**src/rtl/regfile_wb_queue.sv**
```systemverilog
// -----------------------------------------------------------------------------
// regfile_wb_queue
//
// Write-back queue in front of the 16 x 32 register bank. This block is the
// only thing that writes the bank. The execute stage pushes {addr, data}
// requests over a valid/ready handshake. The requests are kept in a small
// in-order FIFO and drained one per cycle into the bank write port, which can
// apply back-pressure through wr_ready. Two bypass lookup ports let readers
// see data that is still pending in the queue.
//
// Ports:
//   clk                  rising-edge clock
//   rst_n                asynchronous active-low reset
//   in_valid/in_ready    upstream request handshake (in_ready = !full)
//   in_addr/in_data      request destination register and data
//   wr_en/wr_ready       bank write handshake (wr_en = !empty)
//   wr_addr/wr_data      head entry; zero when empty
//   rd_addr1/rd_addr2    bypass lookup addresses
//   byp_hit*/byp_data*   youngest pending match per port; data zero on miss
//   count                number of occupied entries
// -----------------------------------------------------------------------------
module regfile_wb_queue #(
  parameter int DATA_W = 32,
  parameter int ADDR_W = 4,
  parameter int DEPTH  = 4
) (
  input  logic                       clk,
  input  logic                       rst_n,
  input  logic                       in_valid,
  output logic                       in_ready,
  input  logic [ADDR_W-1:0]          in_addr,
  input  logic [DATA_W-1:0]          in_data,
  output logic                       wr_en,
  output logic [ADDR_W-1:0]          wr_addr,
  output logic [DATA_W-1:0]          wr_data,
  input  logic                       wr_ready,
  input  logic [ADDR_W-1:0]          rd_addr1,
  input  logic [ADDR_W-1:0]          rd_addr2,
  output logic                       byp_hit1,
  output logic                       byp_hit2,
  output logic [DATA_W-1:0]          byp_data1,
  output logic [DATA_W-1:0]          byp_data2,
  output logic [$clog2(DEPTH):0]     count
);

  localparam int PTR_W = $clog2(DEPTH);
  localparam int CNT_W = PTR_W + 1;

  // Queue storage and bookkeeping
  logic [ADDR_W-1:0] addr_mem_r [DEPTH];
  logic [DATA_W-1:0] data_mem_r [DEPTH];
  logic [DEPTH-1:0]  valid_r;
  logic [PTR_W-1:0]  head_r;
  logic [PTR_W-1:0]  tail_r;
  logic [CNT_W-1:0]  count_r;

  logic              full_s;
  logic              empty_s;
  logic              enq_s;
  logic              deq_s;

  // Status flags come only from registered state. This means wr_ready never
  // reaches in_ready combinationally. A full queue therefore refuses a request
  // even in a cycle where it is draining an entry.
  assign full_s   = (count_r == CNT_W'(DEPTH));
  assign empty_s  = (count_r == {CNT_W{1'b0}});
  assign in_ready = ~full_s;
  assign wr_en    = ~empty_s;
  assign count    = count_r;

  assign enq_s = in_valid & ~full_s;
  assign deq_s = ~empty_s & wr_ready;

  // Queue state update: enqueue at tail, dequeue at head, occupancy count.
  // Enqueue and dequeue can never address the same slot in one cycle.
  // That would need the queue to be full (no enqueue) or empty (no dequeue).
  always_ff @(posedge clk or negedge rst_n) begin
    if (!rst_n) begin
      head_r  <= {PTR_W{1'b0}};
      tail_r  <= {PTR_W{1'b0}};
      count_r <= {CNT_W{1'b0}};
      valid_r <= {DEPTH{1'b0}};
      for (int i = 0; i < DEPTH; i++) begin
        addr_mem_r[i] <= {ADDR_W{1'b0}};
        data_mem_r[i] <= {DATA_W{1'b0}};
      end
    end else begin
      if (deq_s) begin
        valid_r[head_r] <= 1'b0;
        head_r          <= head_r + PTR_W'(1);
      end
      if (enq_s) begin
        addr_mem_r[tail_r] <= in_addr;
        data_mem_r[tail_r] <= in_data;
        valid_r[tail_r]    <= 1'b1;
        tail_r             <= tail_r + PTR_W'(1);
      end
      case ({enq_s, deq_s})
        2'b10:   count_r <= count_r + CNT_W'(1);
        2'b01:   count_r <= count_r - CNT_W'(1);
        default: count_r <= count_r;
      endcase
    end
  end

  // Head entry drives the bank write port. It is forced to zero when no valid
  // entry is present.
  always_comb begin
    wr_addr = {ADDR_W{1'b0}};
    wr_data = {DATA_W{1'b0}};
    if (valid_r[head_r]) begin
      wr_addr = addr_mem_r[head_r];
      wr_data = data_mem_r[head_r];
    end else begin
      wr_addr = {ADDR_W{1'b0}};
      wr_data = {DATA_W{1'b0}};
    end
  end

  // Bypass lookup. Entries are walked from oldest (head) to youngest, and each
  // later match overrides the earlier one. The youngest pending write to an
  // address therefore wins. The head entry is still visible in the cycle it
  // is being dequeued.
  always_comb begin : bypass_scan
    logic [PTR_W-1:0] idx_v;
    byp_hit1  = 1'b0;
    byp_hit2  = 1'b0;
    byp_data1 = {DATA_W{1'b0}};
    byp_data2 = {DATA_W{1'b0}};
    idx_v     = {PTR_W{1'b0}};
    for (int i = 0; i < DEPTH; i++) begin
      idx_v = head_r + PTR_W'(i);
      if (valid_r[idx_v] && (addr_mem_r[idx_v] == rd_addr1)) begin
        byp_hit1  = 1'b1;
        byp_data1 = data_mem_r[idx_v];
      end else begin
        byp_hit1  = byp_hit1;
        byp_data1 = byp_data1;
      end
      if (valid_r[idx_v] && (addr_mem_r[idx_v] == rd_addr2)) begin
        byp_hit2  = 1'b1;
        byp_data2 = data_mem_r[idx_v];
      end else begin
        byp_hit2  = byp_hit2;
        byp_data2 = byp_data2;
      end
    end
  end

endmodule

```
**config.mk**
```make
export PLATFORM = sky130hd
export DESIGN_NAME = regfile_wb_queue
export DESIGN_NICKNAME = d
export VERILOG_FILES = /design/src/rtl/regfile_wb_queue.sv
export SDC_FILE = /design/constraint.sdc
export NUM_CORES = 1
export LEC_CHECK = 0
export CAP_MARGIN = 10
export CORE_ASPECT_RATIO = 1.2
export CORE_UTILIZATION = 62
export CTS_CLUSTER_DIAMETER = 80
export DETAILED_ROUTE_END_ITERATION = 16
export GPL_ROUTABILITY_DRIVEN = 0
export PLACE_DENSITY_LB_ADDON = 0.05
export SYNTH_ARGS = -nofsm -noshare
export SYNTH_HDL_FRONTEND = slang
export SYNTH_SLANG_ARGS = --single-unit
```
**constraint.sdc**
```tcl
create_clock -name clk -period 8.5 [get_ports clk]
set_input_delay 1.275 -clock clk [delete_from_list [all_inputs] [get_ports clk]]
set_output_delay 1.275 -clock clk [all_outputs]
set_load 0.005 [all_outputs]
```
==> results_dict.tcl, run 1 <==
set metrics [dict create \
    status "finished clean" \
    rows 56 \
    slew-limit-headroom_pct 19.3 \
    syn-mean-instance-area_um2 13.1 \
    holdPathEnd "count[2]" \
    required_ns 7.22 \
    power_leakage_nw 5.25 \
    yosysMostFrequentCell "dfrtp_1" \
    clkTransAtPathRegs_ns 0.07 \
    cts_setup_buffers 0 \
    max_freq_ghz 0.139 \
    rsz0062_at_grt "no" \
    ys_seq_elements 155 \
    crit_slowest_cell "nand3_2" \
    yosysSeqAreaShare_pct 31.3 \
    routedWlPerCell_um 23.8 \
    vias_per_cell 7.00 \
    cts_buffers 17 \
    worstMarginPinSlew_ns 1.21 \
    synth_top_family_by_area "multiplexers" \
    vias 9187 \
    num-fill-cells 1310 \
    power_density_mw_per_mm2 539 \
    synth_adder_area_share_pct 1.07 \
    cp_data_arrival_time_ns 5.90 \
    grt_pass1_vias 9116 \
    whs_ns 0.517 \
    drt_wl_total_um 31300 \
    clock_sinks 155 \
    setup_ws_ns 1.33 \
    setup_viol 0 \
    endpoint_kind "output pin" \
    pre_cts_slack_ns 1.78 \
    antenna_left 0 \
    htreeDepth 4 \
    final.period_utilization_pct 84.4 \
    first_pass_iters 5 \
    core_area_mm2 0.0195 \
    grt_pass1_wl_um 49900 \
    synth_nets 1005 \
    hp-class "reg -> reg" \
    synth_compound_gate_area_share_pct 9.44 \
    crit_path_max_fanout 55 \
    grt_start_max_net_pins 98 \
    initial_utilization_pct 63.5 \
    ir_drop_v 0.000319 \
    maxSlewViolCount 0 \
    drive_above_1_share_pct 39.4 \
    grt_use_total_pct 31.6 \
    synthTopCellsByCount "155 x dfrtp_1, 144 x mux2_2, 143 x mux4_2, 85 x nand2_1, 39 x clkbuf_1" \
    maxCapViolCount 0 \
    synth_top_area_share_pct 31.3 \
    period_minus_slack_ns 7.17 \
    hp-start "count[2]" \
    synth_cell_types 46 \
    port_buffers 154 \
    synth_area_leaders "dfrtp_1 31%, mux4_2 26%, mux2_2 13%, a221oi_2 3.6%, o31ai_2 3.0%" \
    worstReg2RegStart "head_r[0]" \
    synth_edf_count 0 \
    tns_ns 0 \
    hold_viol 0 \
    muxShareOfSynthArea_pct 42.6 \
    finClkSkew_ns 0.0103 \
    synth_ff_type "dfrtp_1" \
    dp_hpwl_um 19700 \
    grt.overflow.total 0 \
    synth_top_area_cell "dfrtp_1" \
    cts_tree "done" \
    max_stage_delay_ns 0.92 \
    syn_area_mm2 0.0124 \
    syn_inst 947 \
    rr_worst_depth 5 \
    synthArstFlopShare_pct 100 \
    postCtsHoldBufs 0 \
    post_synth_xor_area_fraction_pct 2.79 \
    areaGrowthSynthToFinish_pct 16.9 \
    antenna_found_initial 1 \
    route.detailed.drc 0 \
    cts_buffer_depth 2 \
    holdPathStages 1 \
    drtIter0Drc 633 \
    cts.repair.resized 0 \
    crit_chain "inv_1 -> ha_4 -> buf_4 -> mux4_2 -> nand3_1 -> or2_2 -> nand3_2 -> o211ai_1 -> clkdlybuf4s50_1" \
    worst_skew_pair.late_latency_ns 0.43 \
    root_buffer "clkbuf_16" \
    yosysWarnings 0 \
    yosys.area_share.simple_pct 8.35 \
    die_h_um 157 \
    fin_nets 1096 \
    num_io_pins 155 \
    r2r_slack_ns 6.01 \
    cp-start-kind "register" \
    die_x_um 131 \
    r2r_end "head_r[1]" \
    dieArea_mm2 0.0206 \
    crit_type "reg -> out" \
]
==> critical path, delay by kind of cell (launching register included) <==
family          cells  cell delay (ns)
simple gates        3             1.76
buf+inv             3             1.52
flops               1             0.68
fa+ha+maj           1             0.52
compound gates      1             0.50
mux                 1             0.43
==> layer usage <==
metal / track usage (%) / vias up / wire length [um]
li1: - / 3955 / -
met1: 40.4 / 4727 / 12200
met5: 0 / - / 0
met3: 6.57 / 62 / 2340
met4: 11.5 / 0 / 758
met2: 53.9 / 443 / 15900
==> final cells by class <==
type | instances | area (um2) | area share, %
clock inverters | 12 | 140 | 0.966
clock buffers | 20 | 447 | 3.08
multi-input cells | 687 | 8040 | 55.4
well taps | 261 | 327 | 2.25
flip-flops and latches | 155 | 3890 | 26.8
inverters | 12 | 45.0 | 0.310
diodes | 1 | 2.50 | 0.0172
repair buffers | 165 | 1630 | 11.2
==> cell families (layout without fill, tap and decap cells) <==
logic type                 Yosys count  count (layout)
DFF                                155             155
buffers and inverters              105             209
xor gates and xnor gates            37              37
other                                0               1
adders and majority gates           10              10
muxes                              323             323
AOI/OAI and AO/OA                  106             106
and+or+nand+nor                    211             211
==> report_power, final <==
part / switching, mW / total (mW) / internal, mW
logic: 2.45 / 5.46 / 3.01
clock network: 0.321 / 0.764 / 0.443
registers: 0.467 / 1.59 / 1.13
total: 3.24 / 7.82 / 4.58
==> metrics by stage <==
step           util (%)  total power [mW]  cell area [um2]  cells
2_1_floorplan         -              5.32            12400    947
3_3_place_gp       71.2              6.93            13900   1280
3_5_place_dp       71.2              7.03            13900   1280
4_1_cts            74.2              7.83            14500   1312
5_1_grt            74.2              8.30            14500   1313
6_report           74.2              7.82            14500   1313
==> registers in the layout, summed over array words and instances (netlist names) <==
name / cells
addr_mem_r: 16
valid_r: 4
tail_r: 2
head_r: 2
data_mem_r: 128
count: 3
==> layout by cell type (no fill, tap or decap), drive strengths merged, types with 5 or more instances in the layout <==
cell type      count
a211oi             6
dfrtp            155
and2              37
xor2               7
mux4             148
a221oi            30
nand3             37
nand2             85
xnor2             30
clkinv             5
mux2i             31
inv               14
buf               12
clkdlybuf4s50    153
nor2               8
o31ai             31
ha                 9
o211ai            30
clkbuf            20
mux2             144
nor3              33
==> worst max-delay path by stage <==
stage               cells after the start  startpoint            end
floorplan                              16   head_r[0]  byp_data1[30]
global placement                        9   head_r[0]   byp_data1[1]
detailed placement                      9   head_r[0]  byp_data2[24]
CTS                                     9   head_r[0]  byp_data2[24]
global route                            9   head_r[0]  byp_data2[24]
finish                                  9   head_r[0]  byp_data2[24]
Power figures use the tool's default switching activity.
==> run 2: changes to the inputs <==
--- a/config.mk
+++ b/config.mk
@@ -7,7 +7,7 @@
 export LEC_CHECK = 0
 export CAP_MARGIN = 10
 export CORE_ASPECT_RATIO = 1.2
-export CORE_UTILIZATION = 62
+export CORE_UTILIZATION = 57
 export CTS_CLUSTER_DIAMETER = 80
 export DETAILED_ROUTE_END_ITERATION = 16
 export GPL_ROUTABILITY_DRIVEN = 0
==> constraint.sdc (replaced) <==
create_clock -name clk -period 6.8 [get_ports clk]
set_input_delay 1.02 -clock clk [delete_from_list [all_inputs] [get_ports clk]]
set_output_delay 1.02 -clock clk [all_outputs]
set_load 0.005 [all_outputs]
==> run 2 against run 1 <==
Setup slack lost 0.40 ns. Cell count rose by 1.7%. Clock skew rose by 0.0020 ns. Utilization down 5.1 points. Sequential cell count unchanged. Die area up 8.6%.
==> results_dict.tcl, run 2 (synthesis gave the netlist of run 1 again) <==
set metrics [dict create \
    crit_type "reg -> out" \
    num_io_pins 155 \
    place_area_mm2 0.0141 \
    slew-limit-headroom_pct 25.9 \
    worstMarginPinSlew_ns 1.11 \
    antenna_found_initial 0 \
    final_cell_mix "153 x dfrtp_1, 153 x clkdlybuf4s50_1, 144 x mux2_2, 143 x mux4_2, 80 x nand2_1" \
    combPwrFrac_pct 70.7 \
    finalInstanceArea_mm2 0.0146 \
    clock_sinks 155 \
    cp-start-kind "register" \
    required_ns 5.78 \
    rsz0062_at_grt "no" \
    final.period_utilization_pct 86.3 \
    die_x_um 137 \
    initial_utilization_pct 58.6 \
    p_int_mw 5.75 \
    grt_pass1_vias 9452 \
    cts_buffers 17 \
    cts.repair.resized 0 \
    p_total_mw 9.89 \
    tns_ns 0 \
    port_buffers 154 \
    vias_per_cell 6.91 \
    grt_pass1_wl_um 52500 \
    fin_nets 1110 \
    worst_skew_pair.late_latency_ns 0.43 \
    setup_ws_ns 0.930 \
    drtIter0Drc 633 \
    core_area_mm2 0.0212 \
    num-fill-cells 1560 \
    period_minus_slack_ns 5.87 \
    drt_wl_total_um 33000 \
    largestRegisters "data_mem_r x128, addr_mem_r x16, valid_r x4" \
    sw_frac_of_total_pct 41.9 \
    status "finished clean" \
    power_density_mw_per_mm2 676 \
    hold_viol 0 \
    dp_hpwl_um 20600 \
    endpoint_kind "output pin" \
    insertedDiodeCount 0 \
    max_freq_ghz 0.170 \
    route.detailed.drc 0 \
    hp-class "in -> async" \
    maxCapViolCount 0 \
    seqPwrFrac_pct 19.7 \
    postCtsHoldBufs 0 \
    root_buffer "clkbuf_16" \
    cts_tree "done" \
    maxSlewViolCount 0 \
    rows 58 \
    ir_drop_v 0.000990 \
    pre_cts_slack_ns 1.36 \
    max_flop_register "data_mem_r" \
    seqCellArea_mm2 0.00389 \
    clkTransAtPathRegs_ns 0.07 \
    multi_input_area_mm2 0.00804 \
    cts_setup_buffers 0 \
    r2r_slack_ns 4.57 \
    antenna_left 0 \
    areaGrowthSynthToFinish_pct 17.9 \
    power.switching_mw 4.14 \
    power_frac_clock_pct 9.5 \
    crit_path_max_fanout 48 \
    largest_reg_flops 128 \
    grt_use_total_pct 31.4 \
    vias 9219 \
    grt_start_max_net_pins 151 \
    setup_viol 0 \
    finClkSkew_ns 0.0122 \
    dieArea_mm2 0.0224 \
    htreeDepth 4 \
    routedWlPerCell_um 24.7 \
    drive_above_1_share_pct 40.3 \
    power_leakage_nw 5.32 \
    first_pass_iters 5 \
    cts_buffer_depth 2 \
    grt.overflow.total 0 \
    cp_data_arrival_time_ns 4.85 \
    die_h_um 164 \
]
run 2: cell count changes in the layout (fill, tap and decap cells not counted):
| cell | delta |
|---|---|
| buf_4 | +12 |
| inv_6 | +4 |
| buf_12 | +2 |
| bufinv_16 | -1 |
| clkbuf_1 | -1 |
| clkinv_2 | -1 |
| clkinvlp_4 | -1 |
| diode_2 | -1 |
run 2: per-layer routing:
layer	up-vias	global-route usage [%]	share of wire, %
met3	60	5.25	6.4
met2	413	52.0	52
met4	0	12.4	2.6
met1	4785	41.3	39
met5	-	0	0
li1	3961	-	-
run 2: stage by stage:
stage | hold slack (ns) | instances | util (%)
floorplan | 0.487 | 947 | -
global route | 0.545 | 1335 | 69.1
detailed placement | 0.506 | 1303 | 66.4
finish | 0.513 | 1335 | 69.1
CTS | 0.520 | 1335 | 69.1
global placement | 0.506 | 1303 | 66.4
run 2: area by class of cell:
class                           count  area share (%)
Inverter                           12           0.308
Timing Repair Buffer              179            12.0
Sequential cell                   155            26.5
Multi-Input combinational cell    687            54.9
Clock inverter                     13           0.906
Tap cell                          270            2.31
Clock buffer                       19            3.03
run 2: worst paths after layout:
path                       depth (start not counted)  startpoint        endpoint
max reg2reg                                        6    count[0]  data_mem_r[45]
min in group clk                                   1    count[2]        count[2]
max in group asynchronous                          2       rst_n       head_r[1]
min                                                1       rst_n  data_mem_r[14]
min reg2reg                                        1    count[2]        count[2]
max                                               10   head_r[0]   byp_data1[29]
run 2: power by group through the flow:
stage / Combinational [mW] / Sequential (mW) / Clock (mW)
after floorplan: 4.89 / 1.77 / 0
after global placement: 6.92 / 1.91 / 0
after detailed placement: 6.98 / 1.95 / 0
after CTS: 7.01 / 1.94 / 0.956
final: 6.99 / 1.95 / 0.944
after global routing: 7.46 / 2.04 / 0.994
run 2: worst max-delay path: stages, from the launching register on:
cell	delay, ns
dfrtp_4	0.43
inv_1	0.10
ha_4	0.60
buf_4	0.74
mux4_1	0.46
xnor2_1	0.17
nand4_1	0.16
nor2_4	0.60
a2111oi_0	0.16
a211oi_1	0.40
clkdlybuf4s50_1	0.59
